--- src/rtl/toggle_seq_stim_gen_pkg.sv ---
// Shared types for the toggle sequencer: state encodings, phase codes and
// small decode helpers used by the top-level FSM.
package toggle_seq_stim_gen_pkg;

  typedef enum logic [2:0] {
    ST_IDLE   = 3'd0,
    ST_WAIT_A = 3'd1,
    ST_WAIT_B = 3'd2,
    ST_WAIT_C = 3'd3,
    ST_WAIT_D = 3'd4,
    ST_DONE   = 3'd5
  } state_t;

  localparam logic [1:0] PH_A = 2'd0;
  localparam logic [1:0] PH_B = 2'd1;
  localparam logic [1:0] PH_C = 2'd2;
  localparam logic [1:0] PH_D = 2'd3;

  function automatic logic is_wait(input state_t s);
    return (s == ST_WAIT_A) || (s == ST_WAIT_B) ||
           (s == ST_WAIT_C) || (s == ST_WAIT_D);
  endfunction

  function automatic state_t next_wait(input state_t s);
    case (s)
      ST_WAIT_A: return ST_WAIT_B;
      ST_WAIT_B: return ST_WAIT_C;
      ST_WAIT_C: return ST_WAIT_D;
      ST_WAIT_D: return ST_WAIT_A;
      default:   return s;
    endcase
  endfunction

  function automatic logic [1:0] phase_of(input state_t s);
    case (s)
      ST_WAIT_B: return PH_B;
      ST_WAIT_C: return PH_C;
      ST_WAIT_D: return PH_D;
      default:   return PH_A;
    endcase
  endfunction

endpackage

--- src/rtl/toggle_seq_stim_gen_if.sv ---
// Control and stimulus bundle between the sequencer (slave) and whatever
// drives start/pause and consumes a..d (master).
interface toggle_seq_stim_gen_if;
  logic       start;
  logic       pause;
  logic       a;
  logic       b;
  logic       c;
  logic       d;
  logic       busy;
  logic       done;
  logic [1:0] phase;

  modport master (
    output start, pause,
    input  a, b, c, d, busy, done, phase
  );

  modport slave (
    input  start, pause,
    output a, b, c, d, busy, done, phase
  );
endinterface

--- src/rtl/toggle_seq_stim_gen_dly_down_counter.sv ---
// Loadable down-counter that saturates at zero; load wins over enable.
module dly_down_counter #(
  parameter int unsigned CW = 10
) (
  input  logic          clk,
  input  logic          rst,
  input  logic          load,
  input  logic [CW-1:0] load_val,
  input  logic          en,
  output logic [CW-1:0] cnt,
  output logic          zero
);

  logic [CW-1:0] cnt_q, cnt_d;

  always_comb begin
    cnt_d = cnt_q;
    if (load) begin
      cnt_d = load_val;
    end else if (en && (cnt_q != '0)) begin
      cnt_d = cnt_q - CW'(1);
    end
  end

  always_ff @(posedge clk) begin
    if (rst) begin
      cnt_q <= '0;
    end else begin
      cnt_q <= cnt_d;
    end
  end

  assign cnt  = cnt_q;
  assign zero = (cnt_q == '0);

endmodule

--- src/rtl/toggle_seq_stim_gen.sv ---
// Round-robin toggle sequencer driving a..d of the gate lab block; runs for
// RUN_LEN unpaused cycles after start, then freezes and flags done.
module toggle_seq_stim_gen
  import toggle_seq_stim_gen_pkg::*;
#(
  parameter int unsigned DLY_A   = 20,
  parameter int unsigned DLY_B   = 30,
  parameter int unsigned DLY_C   = 40,
  parameter int unsigned DLY_D   = 50,
  parameter int unsigned RUN_LEN = 1000,
  parameter int unsigned CW      = 10
) (
  input logic                  clk,
  input logic                  rst,
  toggle_seq_stim_gen_if.slave bus
);

  state_t        state_q, state_d;
  logic [CW-1:0] elapsed_q, elapsed_d;
  logic [3:0]    tgl_q, tgl_d;
  logic          busy_q, busy_d;
  logic          done_q, done_d;
  logic [1:0]    phase_q, phase_d;

  logic          arm, active, run_end, expire;
  logic          dly_load, dly_zero;
  logic [CW-1:0] dly_load_val, next_dly, dly_cnt;

  assign arm     = ((state_q == ST_IDLE) || (state_q == ST_DONE)) && bus.start;
  assign active  = is_wait(state_q) && !bus.pause;
  assign run_end = active && (elapsed_q == CW'(RUN_LEN - 1));
  assign expire  = active && dly_zero;

  always_comb begin
    case (phase_of(next_wait(state_q)))
      PH_A:    next_dly = CW'(DLY_A - 1);
      PH_B:    next_dly = CW'(DLY_B - 1);
      PH_C:    next_dly = CW'(DLY_C - 1);
      default: next_dly = CW'(DLY_D - 1);
    endcase
    dly_load     = arm || expire;
    dly_load_val = arm ? CW'(DLY_A - 1) : next_dly;
  end

  dly_down_counter #(.CW(CW)) u_dcnt (
    .clk      (clk),
    .rst      (rst),
    .load     (dly_load),
    .load_val (dly_load_val),
    .en       (active),
    .cnt      (dly_cnt),
    .zero     (dly_zero)
  );

  always_ff @(posedge clk) begin
    if (!rst) begin
      assert (dly_zero == (dly_cnt == '0));
    end
  end

  // Run end beats toggle expiry for the state, but the toggle itself still lands.
  always_comb begin
    state_d   = state_q;
    elapsed_d = elapsed_q;
    if (arm) begin
      state_d   = ST_WAIT_A;
      elapsed_d = '0;
    end else if (run_end) begin
      state_d   = ST_DONE;
    end else if (active) begin
      elapsed_d = elapsed_q + CW'(1);
      if (dly_zero) begin
        state_d = next_wait(state_q);
      end
    end
  end

  always_comb begin
    tgl_d = tgl_q;
    if (arm) begin
      tgl_d = '0;
    end else if (expire) begin
      tgl_d[phase_of(state_q)] = ~tgl_q[phase_of(state_q)];
    end
    busy_d  = is_wait(state_d);
    done_d  = (state_d == ST_DONE);
    phase_d = phase_of(state_d);
  end

  always_ff @(posedge clk) begin
    if (rst) begin
      state_q   <= ST_IDLE;
      elapsed_q <= '0;
      tgl_q     <= '0;
      busy_q    <= 1'b0;
      done_q    <= 1'b0;
      phase_q   <= PH_A;
    end else begin
      state_q   <= state_d;
      elapsed_q <= elapsed_d;
      tgl_q     <= tgl_d;
      busy_q    <= busy_d;
      done_q    <= done_d;
      phase_q   <= phase_d;
    end
  end

  assign bus.a     = tgl_q[0];
  assign bus.b     = tgl_q[1];
  assign bus.c     = tgl_q[2];
  assign bus.d     = tgl_q[3];
  assign bus.busy  = busy_q;
  assign bus.done  = done_q;
  assign bus.phase = phase_q;

endmodule

--- src/flat_wrapper.sv ---
// flat-port wrapper written by rule: the top's interface ports become plain ports
module toggle_seq_stim_gen_flat import toggle_seq_stim_gen_pkg::*;
#(
  parameter int unsigned DLY_A   = 20,
  parameter int unsigned DLY_B   = 30,
  parameter int unsigned DLY_C   = 40,
  parameter int unsigned DLY_D   = 50,
  parameter int unsigned RUN_LEN = 1000,
  parameter int unsigned CW      = 10
)
  (clk, rst, bus_start, bus_pause, bus_a, bus_b, bus_c, bus_d, bus_busy, bus_done, bus_phase);
  toggle_seq_stim_gen_if bus_i ();
  input logic clk;
  input logic rst;
  input wire logic [$bits(bus_i.start)-1:0] bus_start;
  input wire logic [$bits(bus_i.pause)-1:0] bus_pause;
  output wire logic [$bits(bus_i.a)-1:0] bus_a;
  output wire logic [$bits(bus_i.b)-1:0] bus_b;
  output wire logic [$bits(bus_i.c)-1:0] bus_c;
  output wire logic [$bits(bus_i.d)-1:0] bus_d;
  output wire logic [$bits(bus_i.busy)-1:0] bus_busy;
  output wire logic [$bits(bus_i.done)-1:0] bus_done;
  output wire logic [$bits(bus_i.phase)-1:0] bus_phase;
  assign bus_i.start = bus_start;
  assign bus_i.pause = bus_pause;
  assign bus_a = bus_i.a;
  assign bus_b = bus_i.b;
  assign bus_c = bus_i.c;
  assign bus_d = bus_i.d;
  assign bus_busy = bus_i.busy;
  assign bus_done = bus_i.done;
  assign bus_phase = bus_i.phase;
  toggle_seq_stim_gen #(.DLY_A(DLY_A), .DLY_B(DLY_B), .DLY_C(DLY_C), .DLY_D(DLY_D), .RUN_LEN(RUN_LEN), .CW(CW)) u_core (.clk(clk), .rst(rst), .bus(bus_i));
endmodule
--- config.mk ---
export PLATFORM = sky130hd
export DESIGN_NAME = toggle_seq_stim_gen_flat
export DESIGN_NICKNAME = d
export VERILOG_FILES = /design/src/rtl/toggle_seq_stim_gen_pkg.sv /design/src/rtl/toggle_seq_stim_gen_if.sv /design/src/rtl/toggle_seq_stim_gen_dly_down_counter.sv /design/src/rtl/toggle_seq_stim_gen.sv /design/src/flat_wrapper.sv
export SDC_FILE = /design/constraint.sdc
export NUM_CORES = 1
export LEC_CHECK = 0
export ABC_AREA = 1
export CAP_MARGIN = 15
export CORE_AREA = 5 5 65 67
export CTS_CLUSTER_DIAMETER = 120
export DETAILED_ROUTE_END_ITERATION = 10
export DIE_AREA = 0 0 70 72
export HOLD_SLACK_MARGIN = 0.1
export PLACE_DENSITY = 0.73
export SLEW_MARGIN = 20
export SYNTH_ARGS = -nofsm -noshare
export SYNTH_HDL_FRONTEND = slang
export SYNTH_SLANG_ARGS = --single-unit
--- constraint.sdc ---
create_clock -name clk -period 1.65 [get_ports clk]
set_clock_uncertainty 0.05 [all_clocks]
set_input_delay 0.33 -clock clk [delete_from_list [all_inputs] [get_ports clk]]
set_output_delay 0.33 -clock clk [all_outputs]
set_load 0.05 [all_outputs]
# After elaboration in Yosys (flattened, before gate mapping)
# Index checks and enable logic that the tools add are counted.
# totals
mem_bits_rw	0
out_inout_bits	8
elab_cells	70
latch_bits	0
mem_bits_ro	0
reg_bits	31
in_bits	4
mem_count	0
# op_classes
n_reduce_logical	22
addsub	2
n_mul	0
n_bitwise	2
shifts	0
eq_ne	16
muxes	19
magnitude_cmp	2
n_div	0
# op_table
op	n
$mux 10	2
$eq 3x2->1 const B	6
$pmux 2 s3	3
$pmux 6 s3	1
$eq 3x3->1 const B	5
$mux 3	4
$pmux 3 s4	1
$add 10x1->10 const B	1
$eq 10x10->1 const B	1
$logic_not 10->1	1
$reduce_bool 10->1	1
$sub 10x1->10 const B	1
$logic_or 1x1->1	8
$eq 3x1->1 const B	2
$logic_and 1x1->1	6
$mux 6	1
$bwmux 4	1
$mux 2	2
$logic_not 3->1	1
$lt 2x3->1 const B	1
$bmux 1 s2	1
$demux 1 s2	1
$eq 2x1->1 const B	1
$eq 2x2->1 const B	1
other kinds (8)	10

# Logic depth before layout (Yosys ltp)
# Gate-level depths: netlist (run 1).
# depth
ltp_word	13
mapped_depth	13
mapped_depth_nobuf	13

# Hierarchy
# From an unflattened synthesis (run 1), not the netlist that was laid out.
# unflattened
hier_cells	303
area_unflattened_um2	2030.7
# by_module_without_submodules
mod	cells_per_inst	area_per_inst_um2	seq_area_each_um2	instances
toggle_seq_stim_gen	187	1272.5	420.4	1
dly_down_counter	116	758.2	200.2	1

# Worst setup path before layout (run 1)
# Ideal clock, no wire load.
# synth_timing
kind	flip-flop to flip-flop
from	register u_core.u_dcnt.cnt_q[0], in the netlist u_core.u_dcnt.cnt[0]
to	register u_core.phase_q[1], in the netlist u_core.bus.phase[1]
arrival_time_ns	1.435
t_required_ns	1.485
path_stages_with_launch	12
setup_time_ns	0.115
synth_period_minus_slack_ns	1.600
slack_ns	0.050
n_path_buf	0
cell_sequence	dfxtp_1 > inv_1 > ha_1 > nand3_1 > nor2_8 > nand2_4 > nand2_1 > nand2_1 > nor2_2 > inv_1 > a21oi_1 > nor2_1
# synth_between
elab_chain_len	7
elab_cells_between_ends	9
classes_between	eq/ne: 3; mux: 5; reduce/logical: 1
# synth_lines
item	line	rtl
from (decl)	toggle_seq_stim_gen_dly_down_counter.sv:14	logic [CW-1:0] cnt_q, cnt_d;
from (signal assigned)	toggle_seq_stim_gen_dly_down_counter.sv:29	cnt_q <= cnt_d;
$logic_not 10->1 (*)	toggle_seq_stim_gen_dly_down_counter.sv:34	assign zero = (cnt_q == '0);
$mux 3 (*)	toggle_seq_stim_gen.sv:72	if (dly_zero) begin
$mux 3 (*)	toggle_seq_stim_gen.sv:70	end else if (active) begin
$mux 3 (*)	toggle_seq_stim_gen.sv:68	end else if (run_end) begin
$mux 3 (*)	toggle_seq_stim_gen.sv:65	if (arm) begin
$eq 3x3->1 or $eq 3x2->1 (tied branches)	toggle_seq_stim_gen_pkg.sv:35	case (s)
$pmux 2 s3 (*)	toggle_seq_stim_gen_pkg.sv:35	
to (signal assigned)	toggle_seq_stim_gen.sv:104	phase_q <= phase_d;
to (decl)	toggle_seq_stim_gen.sv:23	logic [1:0] phase_q, phase_d;
# Every way passes the cells marked *; elsewhere a longest branch is shown, timed or not.
# A chain may end at the register's enable or synchronous reset.

# Final worst setup path (run 1)
# layout_timing
from	register u_core.state_q[1]
to	register u_core.phase_q[1], in the netlist u_core.bus.phase[1]
# layout_between
elab_chain_len	10
elab_cells_between_ends	22
classes_between	eq/ne: 8; mux: 6; reduce/logical: 8
# layout_lines
item	line	rtl
from (decl)	toggle_seq_stim_gen.sv:18	state_t state_q, state_d;
from (signal assigned)	toggle_seq_stim_gen.sv:99	state_q <= state_d;
parallel branches: the longest is 7 deep, another holds $pmux 3 s4	n/a	
$mux 3 (*)	toggle_seq_stim_gen.sv:65	
$eq 3x3->1 or $eq 3x2->1 (tied branches)	toggle_seq_stim_gen_pkg.sv:35	
$pmux 2 s3 (*)	toggle_seq_stim_gen_pkg.sv:35	
# Every way passes the cells marked *.

==> results of run 1 <==
==> sequential cells by signal, indices dropped and copies added (netlist names) <==
name	cells
u_core.elapsed_q	10
u_core.u_dcnt.cnt	10
u_core.tgl_q	4
u_core.state_q	3
u_core.bus.phase	2
u_core.bus.busy	1
u_core.bus.done	1
==> Yosys cell counts, types with 3 or more instances <==
master / n
nand3_1: 12
inv_1: 30
ha_1: 5
a21oi_1: 23
nand2_4: 4
nor2_1: 27
xor2_1: 4
nand2_1: 53
nor2_2: 3
nor3_1: 9
nand3_2: 3
dfxtp_1: 31
inv_2: 6
o21ai_0: 15
nand4_1: 4
==> layer usage <==
metal,vias up,GRT usage (%),wire (um)
li1,964,-,-
met1,847,18.5,1890
met2,31,32.0,2210
met3,10,4.99,144
met4,0,8.30,97
met5,-,0,0
==> worst register-to-register path: cells and delay by family, from the launching register on <==
family / cells / cell delay (ns)
AND/OR/NAND/NOR: 10 / 0.96
AO/OA/AOI/OAI: 1 / 0.12
buffers and inverters: 1 / 0.15
flip-flops: 1 / 0.33
==> cells by family (layout without fill, tap and decap cells) <==
logic type | after synthesis | in the layout | share of synthesized area, %
buffers and inverters | 40 | 102 | 8.85
adders and majority gates | 5 | 5 | 3.46
DFF | 31 | 31 | 34.3
and+or+nand+nor | 130 | 130 | 37.2
AOI/OAI and AO/OA | 47 | 47 | 14.2
xor gates and xnor gates | 4 | 4 | 1.94
==> report_power, final <==
part	leakage [nW]	internal (W)	switching (W)
sequential	0.255	0.000788	0.0000277
combinational	0.870	0.000267	0.000345
clock	0.0293	0.000166	0.000263
==> cells in the final DEF, fill, tap and decap left out, types with 4 or more instances in the layout <==
cell type	n
nor3_1	7
buf_4	52
nor2_2	6
nand2_4	4
nand2_1	45
inv_2	13
clkbuf_4	5
inv_1	23
a21oi_1	20
o21ai_0	14
nand2_2	10
nor2_1	23
nand4_1	4
nand3_1	11
dfxtp_1	24
dfxtp_2	7
nor3_2	4
xor2_1	4
==> path summary, 6_finish.rpt <==
path         depth (start not counted)                         start                              to  slack, ns
max reg2reg                         12  u_core.state_q[1]$_SDFF_PP0_  u_core.bus.phase[1]$_SDFF_PP0_     -0.006
max                                 12  u_core.state_q[1]$_SDFF_PP0_  u_core.bus.phase[1]$_SDFF_PP0_     -0.006
min reg2reg                          1  u_core.tgl_q[3]$_SDFFE_PP0P_    u_core.tgl_q[3]$_SDFFE_PP0P_       0.45
min                                  1  u_core.tgl_q[3]$_SDFFE_PP0P_    u_core.tgl_q[3]$_SDFFE_PP0P_       0.45
==> repair_timing <==
action	CTS	global route
endpoints found under the setup margin	12	18
pin swaps	6	17
buffers inserted	0	3
cloned	0	0
resized for setup	23	22
hold buffers	0	0
==> cell type report <==
cell class,instances,area (um2)
multi-input combinational,186,1140
tap,48,60.1
inverter,38,150
timing repair buffer,56,440
fill,303,1110
sequential,31,629
clock buffer,7,45.0
clock inverter,1,5.00
==> through the flow <==
stage | utilization, % | worst slack (ns) | hold WS [ns]
after floorplan | - | 0.0498 | 0.346
after global placement | 63.5 | -0.225 | 0.420
after detailed placement | 63.5 | -0.259 | 0.425
after CTS | 66.9 | -0.0108 | 0.441
after global routing | 69.0 | -0.104 | 0.496
final | 69.0 | -0.00628 | 0.451
==> summary.txt, run 1 <==
Status
  – Status: complete, but fails checks
  – Failing checks: setup timing

Routing
  – Vias: 1852
  – Via density: 5.05
  – Drt initial violations: 112
  – WL final: 4340 um
  – Number of antenna-violating nets in the routed design: 0
  – Routed len/inst: 11.8 um
  – Drt pass-1 iters: 4
  – DRC: 0

Logic synthesis
  – Post-synth ARST share: 0%
  – Yosys reg bits: 31
  – Synth Flop Type: dfxtp_1
  – Top-area cell type share of the netlist area: 34.3%
  – Cell taking the most area after synthesis: dfxtp_1
  – Number of flops mapped to enable cells by yosys: 0
  – Mapped cell area: 1810 um2
  – Post-synthesis sequential area ratio: 34.3%
  – Synth Warn #: 0
  – Mean area per synthesized cell: 7.04 um2
  – Distinct cells, synth: 36
  – Post-Synthesis Cells: 257
  – Synthesized net count: 266
  – Synth top area cells: dfxtp_1 34%, nand2_1 11%, a21oi_1 6.4%, inv_1 6.2%, nor2_1 5.6%

Clocking
  – Clock slew at reported path FFs: 0.10 ns
  – Clock sinks: 31
  – Clk_lat worst skew: 0.35 ns
  – Max Buffers Root-to-Sink: 2
  – TritonCTS clock tree: built
  – CTS Buf Count: 5
  – Root buf cell: clkbuf_4
  – CTS H-tree depth: 2

Power and ir drop
  – Worst VDD drop: 0.000450 V
  – Power, Total: 0.00186 W
  – LEAKAGE: 1.15 nW
  – Pwr per Cell Area: 752 nW/um2

STA
  – Final Setup Violations: 1
  – Final Max Slew Viols: 0
  – Max-Slew Margin vs Limit: 78.2%
  – Worst Tran Pin Value: 0.327 ns
  – RSZ-0062 raised after global routing: true
  – Fmax: 604 MHz
  – Slack of the critical path: -0.00628 ns
  – Hold Violations, Final: 0
  – Fin Setup TNS: -0.00628 ns
  – Final min period: 1.66 ns
  – Fin crit share: 100%

GRT
  – GRT Total Usage: 17.5%
  – First-pass GRT wire length: 7030 um
  – Pin count of the biggest net entering global routing: 12
  – GR Overflow Total: 0
  – Vias in the first global route: 1649
  – Initial antenna violation count: 0

Worst setup path
  – CP required: 1.89 ns
  – CP top delay family: simple AND/OR/NAND/NOR gates
  – Buf/Inv on CP: 1
  – Crit path launch type: flop
  – Crit path top cell by count: nand2_2
  – Crit end category: flop
  – CP arrival: 1.90 ns
  – CP Cell Sequence: buf_4 -> o21ai_2 -> nand2_1 -> nand2_2 -> nor2_2 -> nor2_4 -> nand2_2 -> nor2_4 -> nand3_2 -> nand2_2 -> nand2_2 -> nor2_1
  – CP max stage cell: dfxtp_2
  – CP Max Fanout: 4
  – Crit-path max cell delay: 0.33 ns
  – CP Class: flop to flop

Layout
  – Final Non-Filler Cells: 367
  – Ant diodes: 0
  – Layout area overhead: 36.4%
  – Layout cells sized above 1: 38.9%
  – Design area: 2470 um2
  – Nets@finish: 327

Die
  – IO Count: 12
  – Die area: 5040 um2
  – Starting Density: 50.6%
  – Die width: 70 um
  – Core Box Area: 3580 um2
  – Site Rows: 22
  – Die Y: 72 um

Place
  – Dpl cells: 356
  – Hpwl dp: 3240 um
  – Placed Area: 2270 um2
  – Gpl congestion: 0.891
  – I/O Buffers: 11

Worst hold path
  – Worst Hold Class: flop to flop

Job
  – Max Cap Viol: 0
Note: power is estimated with default switching activity, not from simulation.
==> run 2, diff against run 1 <==
--- a/config.mk
+++ b/config.mk
@@ -11,7 +11,6 @@
 export CTS_CLUSTER_DIAMETER = 120
 export DETAILED_ROUTE_END_ITERATION = 10
 export DIE_AREA = 0 0 70 72
-export HOLD_SLACK_MARGIN = 0.1
 export PLACE_DENSITY = 0.73
 export SLEW_MARGIN = 20
 export SYNTH_ARGS = -nofsm -noshare
==> results of run 2 <==
Same layout as run 1: the final DEF is identical, and so are final timing and power.
==> run 3, diff against run 2 <==
--- a/config.mk
+++ b/config.mk
@@ -7,11 +7,11 @@
 export LEC_CHECK = 0
 export ABC_AREA = 1
 export CAP_MARGIN = 15
-export CORE_AREA = 5 5 65 67
+export CORE_AREA = 5 5 67 69
 export CTS_CLUSTER_DIAMETER = 120
 export DETAILED_ROUTE_END_ITERATION = 10
-export DIE_AREA = 0 0 70 72
-export PLACE_DENSITY = 0.73
+export DIE_AREA = 0 0 72 74
+export PLACE_DENSITY = 0.69
 export SLEW_MARGIN = 20
 export SYNTH_ARGS = -nofsm -noshare
 export SYNTH_HDL_FRONTEND = slang
==> summary.txt, run 3 (synthesis gave the netlist of run 1 again) <==
Status
  – Status: complete, no violations

Worst setup path
  – FF-to-FF Start: u_core.state_q[1]$_SDFF_PP0_
  – R2R Path End: u_core.u_dcnt.cnt[1]$_SDFFE_PP0P_
  – Crit end category: flop
  – CP Launch Point: u_core.state_q[1]$_SDFF_PP0_
  – Reg2Reg Setup Slack: 0.0003 ns (about the same)
  – Worst reg2reg path depth: 10 (-2)
  – CP Max Fanout: 11 (+7)
  – Crit path launch type: flop
  – CP required: 1.78 ns (-0.11 ns)
  – CP Class: flop to flop
  – CP arrival: 1.78 ns (-0.12 ns)

GRT
  – GRT met2 Usage: 30.0% (-2.0 points)
  – Vias in the first global route: 1706 (+3.5%)
  – Grt met1 use: 20.3% (+1.8 points)
  – First-pass GRT wire length: 7240 um (+2.9%)
  – Pin count of the biggest net entering global routing: 12 (unchanged)
  – Grt peak-use layer: met2
  – GRT Total Usage: 17.6% (+0.18 points)
  – GR Overflow Total: 0 (unchanged)
  – Met3 Usage GRT: 5.68% (+0.69 points)
  – Initial antenna violation count: 0 (unchanged)

STA
  – Fmax: 606 MHz (+0.40%)
  – Worst Tran Pin Value: 0.331 ns (+0.00481 ns)
  – RSZ-0062 raised after global routing: true
  – Final Setup Violations: 0 (-1)
  – Final Max Slew Viols: 0 (unchanged)
  – Fin crit share: 100% (-0.40 points)
  – Fin Setup TNS: 0 ns (+0.00628 ns)
  – Max-Slew Margin vs Limit: 77.9% (-0.32 points)
  – Hold Violations, Final: 0 (unchanged)
  – Slack of the critical path: 0.000349 ns (+0.00663 ns)
  – Final min period: 1.65 ns (-0.00663 ns)

Die
  – IO Count: 12 (unchanged)
  – Die area: 5330 um2 (+5.7%)
  – Die width: 72 um (+2.9%)
  – Site Rows: 23 (+4.5%)
  – Core Box Area: 3860 um2 (+7.8%)
  – Die Y: 74 um (+2.8%)
  – Starting Density: 46.9% (-3.6 points)

Clocking
  – CTS H-tree depth: 2 (unchanged)
  – TritonCTS clock tree: built
  – Max Buffers Root-to-Sink: 2 (unchanged)
  – Clk_lat worst skew: 0.28 ns (-0.07 ns)
  – CTS Buf Count: 5 (unchanged)
  – Root buf cell: clkbuf_8
  – Clock slew at reported path FFs: 0.06 ns (-0.04 ns)
  – Clock sinks: 31 (unchanged)

Place
  – Gpl congestion: 0.842 (-5.4%)
  – Dpl cells: 358 (+0.56%)
  – Setup slack at placement: -0.260 ns (-0.000910 ns)
  – I/O Buffers: 11 (unchanged)
  – Hpwl dp: 3260 um (+0.64%)
  – Placed Area: 2270 um2 (+0.11%)

Worst hold path
  – Worst Hold Depth: 2 (+1)
  – Worst Hold Class: flop to flop
  – Hold_sp: u_core.elapsed_q[9]$_SDFFE_PP0P_
  – Min-Delay Endpoint: u_core.elapsed_q[9]$_SDFFE_PP0P_

Power and ir drop
  – Cell-internal power: 0.00140 W (+15%)
  – Clock share of power: 28.8% (+5.7 points)
  – Pwr per Cell Area: 806 nW/um2 (+7.3%)
  – Psw: 0.000691 W (+8.8%)
  – Comb pwr share: 32.2% (-0.8 points)
  – LEAKAGE: 1.18 nW (+1.9%)
  – Worst VDD drop: 0.000454 V (+0.77%)
  – Sw frac: 33.0% (-1.2 points)
  – Sequential power share: 39.0% (-4.9 points)

Layout
  – Ant diodes: 0 (unchanged)
  – Layout area overhead: 43.6%
  – Layout cells sized above 1: 41.9% (+3.0 points)
  – Commonest non-fill, non-tap cells in the layout: 50 x buf_4, 43 x nand2_1, 25 x dfxtp_1
  – Design area: 2600 um2 (+5.2%)
  – Most common cell after layout, fill and taps aside: buf_4
  – Final Non-Filler Cells: 370 (+0.82%)
  – Nets@finish: 329 (+0.61%)

Routing
  – Via density: 4.99 (-1.2%)
  – Number of antenna-violating nets in the routed design: 0 (unchanged)
  – Drt initial violations: 88 (-21%)
  – Drt pass-1 iters: 4 (unchanged)
  – WL final: 4490 um (+3.5%)
  – Routed len/inst: 12.1 um (+2.6%)
  – Vias: 1845 (-0.38%)
  – DRC: 0 (unchanged)

Job
  – Max Cap Viol: 0 (unchanged)
==> run 3: changes by cell type in the layout (fill, tap and decap cells not counted), moves of 4 or more <==
cell	previous run	this run
clkbuf_8	0	6
buf_6	0	4
a21oi_2	3	7
clkbuf_4	5	0
a21oi_1	20	16
==> run 3: how the worst max path moves through the flow <==
| stage | end | slack (ns) | cells past startpoint |
|---|---|---|---|
| 6_report | u_core.u_dcnt.cnt[1]$_SDFFE_PP0P_ | 0.0003 | 10 |
| 3_3_place_gp | u_core.u_dcnt.cnt[9]$_SDFFE_PP0P_ | -0.23 | 9 |
| 2_1_floorplan | u_core.bus.phase[1]$_SDFF_PP0_ | 0.05 | 11 |
| 5_1_grt | u_core.bus.done$_SDFF_PP0_ | -0.13 | 11 |
| 3_5_place_dp | u_core.u_dcnt.cnt[7]$_SDFFE_PP0P_ | -0.26 | 9 |
| 4_1_cts | u_core.bus.phase[0]$_SDFF_PP0_ | 0.0008 | 12 |
==> run 3: layout make-up <==
cell class,count,area (um2)
clock buffer,6,82.6
sequential,31,628
tap,50,62.6
fill,312,1260
clock inverter,1,5.00
timing repair buffer,58,470
inverter,38,158
multi-input combinational,186,1190
==> run 3: power groups by stage <==
| stage | logic, W | registers [W] | clock network [W] |
|---|---|---|---|
| global route | 0.000742 | 0.000821 | 0.000660 |
| global placement | 0.000548 | 0.000825 | 0 |
| detailed placement | 0.000555 | 0.000826 | 0 |
| CTS | 0.000580 | 0.000811 | 0.000633 |
| finish | 0.000674 | 0.000817 | 0.000604 |
| floorplan | 0.000346 | 0.000841 | 0 |
==> run 3: timing repair <==
item                                    in CTS  in global routing
endpoints found under the setup margin      10                 19
pin swaps                                    5                 26
buffers inserted                             0                  5
gates resized for setup                     14                 49
hold buffers                                 0                  0
==> run 3: routing by layer <==
| layer | share of wire [%] | up-vias |
|---|---|---|
| met5 | 0 | - |
| met4 | 2.6 | 0 |
| met3 | 3.8 | 10 |
| met2 | 50 | 32 |
| met1 | 43 | 834 |
| li1 | - | 969 |
==> run 3: through the flow <==
stage	hold slack [ns]	utilization, %	total power (W)
6_report	0.440	67.4	0.00209
2_1_floorplan	0.346	-	0.00119
3_3_place_gp	0.416	59.0	0.00137
5_1_grt	0.461	67.4	0.00222
3_5_place_dp	0.417	59.0	0.00138
4_1_cts	0.428	62.3	0.00202
==> run 3: critical path: stages, from the launching register on <==
cell,delay [ns]
dfxtp_2,0.33
buf_6,0.12
o21ai_2,0.12
nand2_1,0.08
nand2_2,0.12
clkinv_4,0.13
nor2_4,0.18
inv_4,0.08
buf_6,0.12
o21ai_0,0.15
a21oi_1,0.05
